## src/rtl/johnson_phase_monitor_pkg.sv

```systemverilog
// Shared types for the Johnson phase monitor: FSM states, step classes and
// the rule that classifies a new legal phase against the previous one.
package johnson_phase_monitor_pkg;

  typedef enum logic [1:0] {
    ST_UNLOCKED,
    ST_TRACK,
    ST_LOCKED,
    ST_FAULT
  } state_e;

  typedef enum logic [1:0] {
    SC_HOLD,
    SC_STEP,
    SC_RESTART,
    SC_SKIP
  } step_e;

  // A return to phase 0 from the last phase is a normal step, not a restart.
  function automatic step_e classify_step(input int k, input int p, input int phases);
    step_e sc;
    if (k == p)
      sc = SC_HOLD;
    else if (k == ((p == phases - 1) ? 0 : p + 1))
      sc = SC_STEP;
    else if (k == 0)
      sc = SC_RESTART;
    else
      sc = SC_SKIP;
    return sc;
  endfunction

endpackage

```

## src/rtl/johnson_code_decode.sv

```systemverilog
// Combinational Johnson code decoder: maps a WIDTH-bit code to its phase
// index 0..2*WIDTH-1 and flags codes outside the Johnson sequence.
module johnson_code_decode #(
  parameter  int WIDTH   = 8,
  localparam int PHASES  = 2 * WIDTH,
  localparam int PHASE_W = $clog2(PHASES)
) (
  input  logic [WIDTH-1:0]   code,
  output logic               legal,
  output logic [PHASE_W-1:0] phase
);

  // Phases 0..WIDTH fill ones from the LSB; later phases clear them from the LSB.
  function automatic logic [WIDTH-1:0] pattern(input int k);
    logic [WIDTH-1:0] pat;
    for (int i = 0; i < WIDTH; i++)
      pat[i] = (k <= WIDTH) ? (i < k) : (i >= k - WIDTH);
    return pat;
  endfunction

  // NOTE: every output gets a default before the loop so no latch is inferred.
  always_comb begin
    legal = 1'b0;
    phase = '0;
    for (int k = 0; k < PHASES; k++) begin
      if (code == pattern(k)) begin
        legal = 1'b1;
        phase = PHASE_W'(k);
      end
    end
  end

endmodule

```

## src/rtl/johnson_phase_monitor.sv

```systemverilog
// Johnson counter health monitor: registers the incoming code, decodes it,
// tracks lock on a clean run, counts revolutions and keeps sticky error flags.
module johnson_phase_monitor
  import johnson_phase_monitor_pkg::*;
#(
  parameter  int WIDTH      = 8,
  parameter  int LOCK_COUNT = 4,
  parameter  int CYC_W      = 8,
  localparam int PHASES     = 2 * WIDTH,
  localparam int PHASE_W    = $clog2(PHASES)
) (
  input  logic               clk,
  input  logic               reset,
  input  logic [WIDTH-1:0]   q_in,
  input  logic               clr_err,
  output logic [PHASE_W-1:0] phase,
  output logic               phase_valid,
  output logic               locked,
  output logic               wrap_pulse,
  output logic [CYC_W-1:0]   cycle_count,
  output logic               err_illegal,
  output logic               err_skip
);

  localparam int RUN_W = $clog2(LOCK_COUNT + 1);

  logic [WIDTH-1:0]   q_reg;
  logic               dec_legal;
  logic [PHASE_W-1:0] dec_phase;
  step_e              step;
  state_e             state;
  logic [RUN_W-1:0]   run;

  johnson_code_decode #(.WIDTH(WIDTH)) u_decode (
    .code  (q_reg),
    .legal (dec_legal),
    .phase (dec_phase)
  );

  always_comb step = classify_step(int'(dec_phase), int'(phase), PHASES);

  assign locked = (state == ST_LOCKED);

  // NOTE: sequential state uses non-blocking assignments so every register
  // samples pre-edge values; later assignments in the block take priority.
  always_ff @(posedge clk or negedge reset) begin
    if (!reset) begin
      q_reg       <= '0;
      phase       <= '0;
      phase_valid <= 1'b0;
      wrap_pulse  <= 1'b0;
      cycle_count <= '0;
      err_illegal <= 1'b0;
      err_skip    <= 1'b0;
      state       <= ST_UNLOCKED;
      run         <= '0;
    end else begin
      q_reg       <= q_in;
      phase_valid <= dec_legal;
      wrap_pulse  <= 1'b0;
      if (dec_legal)
        phase <= dec_phase;

      // Clear first so a same-edge new error overrides it.
      if (clr_err) begin
        err_illegal <= 1'b0;
        err_skip    <= 1'b0;
      end
      if (!dec_legal)
        err_illegal <= 1'b1;

      case (state)
        ST_UNLOCKED: begin
          if (dec_legal) begin
            state <= ST_TRACK;
            run   <= '0;
          end
        end
        ST_TRACK: begin
          if (!dec_legal) begin
            state <= ST_UNLOCKED;
          end else begin
            case (step)
              SC_STEP: begin
                run <= run + 1'b1;
                if (run == RUN_W'(LOCK_COUNT - 1))
                  state <= ST_LOCKED;
              end
              SC_HOLD: ;
              default: run <= '0;
            endcase
          end
        end
        ST_LOCKED: begin
          if (!dec_legal) begin
            state <= ST_FAULT;
          end else begin
            case (step)
              SC_STEP: begin
                if (phase == PHASE_W'(PHASES - 1)) begin
                  wrap_pulse <= 1'b1;
                  if (cycle_count != '1)
                    cycle_count <= cycle_count + 1'b1;
                end
              end
              SC_HOLD: ;
              SC_RESTART: begin
                state <= ST_TRACK;
                run   <= '0;
              end
              default: begin
                state    <= ST_FAULT;
                err_skip <= 1'b1;
              end
            endcase
          end
        end
        default: begin
          if (clr_err && dec_legal)
            state <= ST_UNLOCKED;
        end
      endcase
    end
  end

endmodule
```

## config.mk

```make
export PLATFORM = sky130hd
export DESIGN_NAME = johnson_phase_monitor
export DESIGN_NICKNAME = d
export VERILOG_FILES = /design/src/rtl/johnson_phase_monitor_pkg.sv /design/src/rtl/johnson_code_decode.sv /design/src/rtl/johnson_phase_monitor.sv
export SDC_FILE = /design/constraint.sdc
export NUM_CORES = 1
export LEC_CHECK = 0
export CAP_MARGIN = 20
export CORE_UTILIZATION = 50
export CTS_CLUSTER_SIZE = 8
export DETAILED_ROUTE_END_ITERATION = 8
export PLACE_DENSITY = 0.88
export SLEW_MARGIN = 20
export SYNTH_ARGS = -nofsm -noshare
export SYNTH_HDL_FRONTEND = slang
export SYNTH_HIERARCHICAL = 1
export SYNTH_SLANG_ARGS = --single-unit
```

## constraint.sdc

```tcl
create_clock -name clk -period 3.8 [get_ports clk]
set_clock_uncertainty 0.1 [all_clocks]
set_input_delay 0.76 -clock clk [delete_from_list [all_inputs] [get_ports clk]]
set_output_delay 0.76 -clock clk [all_outputs]
set_load 0.01 [all_outputs]
```

==> results of run 1 <==
power breakdown:
group	internal [W]	total (W)	switching (W)
Clock	0.0000872	0.000189	0.000102
Sequential	0.000326	0.000362	0.0000356
Combinational	0.0000702	0.000137	0.0000669
layout by cell type (no fill, tap or decap), drive strengths merged, types with 5 or more instances in the layout:
cell,Yosys,routed
nor3,5,5
and3,6,6
dfrtp,29,29
xnor2,11,11
nand2,12,12
clkbuf,3,7
xor2,7,7
inv,7,7
o21ai,8,8
mux2,5,5
nand4,9,9
clkdlybuf4s50,0,27
critical path: stages, from the launching register on:
cell and delay (ns):
dfrtp_1 0.48, or4b_4 0.61, nor3_4 0.19, a311oi_1 0.08
a21oi_1 0.24, xnor2_1 0.18, xnor2_1 0.09, or3_1 0.48
nor4_4 0.49, mux2_2 0.38
stage by stage:
| step | cells | utilization, % |
|---|---|---|
| final | 226 | 64.2 |
| after global routing | 226 | 64.2 |
| after CTS | 226 | 64.2 |
| after detailed placement | 219 | 62.4 |
| after global placement | 219 | 62.4 |
| after floorplan | 152 | - |
worst min-delay path by stage:
stage	start	cells after the start	end	slack, ns
after CTS	run[0]	1	run[0]	0.40
after detailed placement	run[0]	1	run[0]	0.39
after global placement	run[0]	1	run[0]	0.37
final	run[0]	1	run[0]	0.39
after global routing	run[0]	1	run[0]	0.42
after floorplan	reset	0	cycle_count[0]	0.36
area by class of cell:
cell class	instances	area share (%)
Clock buffer	7	2.81
Timing Repair Buffer	29	14.6
Tap cell	44	2.81
Sequential cell	29	37.0
Multi-Input combinational cell	110	41.4
Inverter	7	1.34
Yosys cell counts (2+ instances only):
master	n	area (sq um)
a21oi_1	2	10.0
a31oi_1	4	25.0
and3_1	4	25.0
and3_2	2	15.0
and4_1	2	17.5
clkbuf_1	2	7.51
dfrtp_1	29	726
ha_1	4	50.1
inv_1	7	26.3
mux2_2	5	56.3
nand2_1	12	45.0
nand3_1	2	10.0
nand3b_1	2	15.0
nand4_1	9	56.3
nor2_1	3	11.3
nor2b_1	2	12.5
nor3_1	4	20.0
nor4_1	2	12.5
o211ai_1	2	15.0
o21ai_0	8	40.0
o21bai_1	2	15.0
xnor2_1	11	96.3
xor2_1	7	61.3
routing by layer:
metal / vias to the layer above / GRT usage, % / part of all wire, %
met2: 50 / 34.2 / 47
met1: 607 / 26.7 / 45
met5: - / 0 / 0
li1: 620 / - / -
met4: 0 / 7.82 / 1.6
met3: 8 / 6.37 / 6.0
logic make-up (layout without fill, tap and decap cells):
family / after synthesis / after routing / share of synthesized area, %
mux: 6 / 6 / 4.14
fa+ha+maj: 4 / 4 / 3.13
simple gates: 54 / 54 / 21.7
flops: 29 / 29 / 45.3
buf+inv: 13 / 43 / 3.91
xor+xnor: 18 / 18 / 9.85
compound gates: 28 / 28 / 11.9
==> key figures, run 1 <==
Outcome
  • Status: completed

Drt
  • Via Count: 1,285
  • WL final: 3180 um
  • DR DRC count: 0
  • DR vias/cell: 5.69
  • Wire per inst: 14.1 um
  • Post-route ant nets: 0
  • 1st-iter DRT viols: 46
  • Drt pass-1 iters: 4

Logic synthesis
  • Count of cell types in the netlist: 48
  • Post-synth EDFFs: 0
  • Ys flop type: dfrtp_1
  • Cell Area, Synth: 0.00160 sq mm
  • Synth Register Bits: 29
  • Yosys warnings: 6
  • Syn Nets: 167
  • Post-synthesis sequential area ratio: 45.3%
  • FFs w/ async S/R, synth: 100%
  • Synth Instances: 152
  • Avg Inst Size Synth: 10.5 sq um

Worst setup path
  • Crit path launch: q_reg[1]
  • Critical path fanouts, max: 9
  • Crit path kind: flop to flop
  • R2R depth: 9
  • WP data arrival: 3.54 ns
  • Data required, critical path: 3.91 ns
  • Reg2reg setup slack: 0.37 ns
  • Critical Path Start Type: flop
  • Worst R2R Start: q_reg[1]
  • CP endpoint kind: flop
  • Crit path to: cycle_count[1]
  • R2R Path End: cycle_count[1]

STA
  • Fin. Hold Viols: 0
  • Setup TNS Final: 0 ns
  • Tightest Pin Transition: 0.717 ns
  • Minimum clock period after layout: 3.43 ns
  • F_max: 0.292 GHz
  • Final-report setup violation count: 0
  • Unrepaired setup endpoints after global routing: false
  • WHS: 0.395 ns
  • Final Worst Setup Slack: 0.370 ns
  • Final period util: 90.3%
  • Max-slew violation count: 0
  • Slew HR: 51.4%

Global routing
  • Largest net degree at the start of global routing: 30
  • Initial antenna violation count: 0
  • Vias in the first global route: 1,180
  • All-Layer GR Usage: 21.1%
  • First-pass GRT wire length: 5230 um
  • GRT overflow: 0

Floorplan
  • Die X: 58.6 um
  • Die Y: 58.6 um
  • Core area: 0.00305 sq mm
  • Rows: 20
  • # IOs: 28
  • Initial cell density of the core: 52.4%
  • Die area: 0.00343 sq mm

Power and ir drop
  • Leakage: 0.864 nW
  • Final Power: 0.000689 W
  • Pwr dens: 351 mW/mm^2
  • Max VDD drop: 0.000212 V

Cells and area
  • Diode count: 0
  • Share of layout cells above drive strength 1: 12.6%
  • Register area: 726 sq um
  • # fillers: 252
  • Cell area after layout: 0.00196 sq mm
  • Multi-input logic area: 812 sq um
  • Area growth, synth to finish: 22.4%
  • Nets: 197

Hold path
  • Hold/Removal Path Class: flop to flop

Placed design
  • DP Area: 0.00190 sq mm
  • Pre-CTS setup slack: 0.402 ns
  • RD Place Congestion: 0.915
  • I/O Buffers: 27
  • HPWL after DPL: 2220 um

CTS
  • Sinks on Clock Net: 29
  • Gates resized, CTS repair: 0
  • CTS buffer count: 5
  • H-tree Lvls: 2
  • CTS Buffer Depth: 2
  • Worst-Skew Late Latency: 0.33 ns
  • Post-cts hold buffer count: 0
  • CTS tree: done
  • CTS Root Cell: clkbuf_4
  • Clock Pin Slew Worst Setup and Hold Paths: 0.09 ns
  • Postcts setup bufs: 0

Run
  • Max-cap viol count: 0
(Power assumes the default switching activity.)
==> run 2, diff against run 1 <==
GPL_ROUTABILITY_DRIVEN = 1   (was unset)
==> results of run 2 <==
The final DEF is identical to that of run 1; final timing and power are the same.
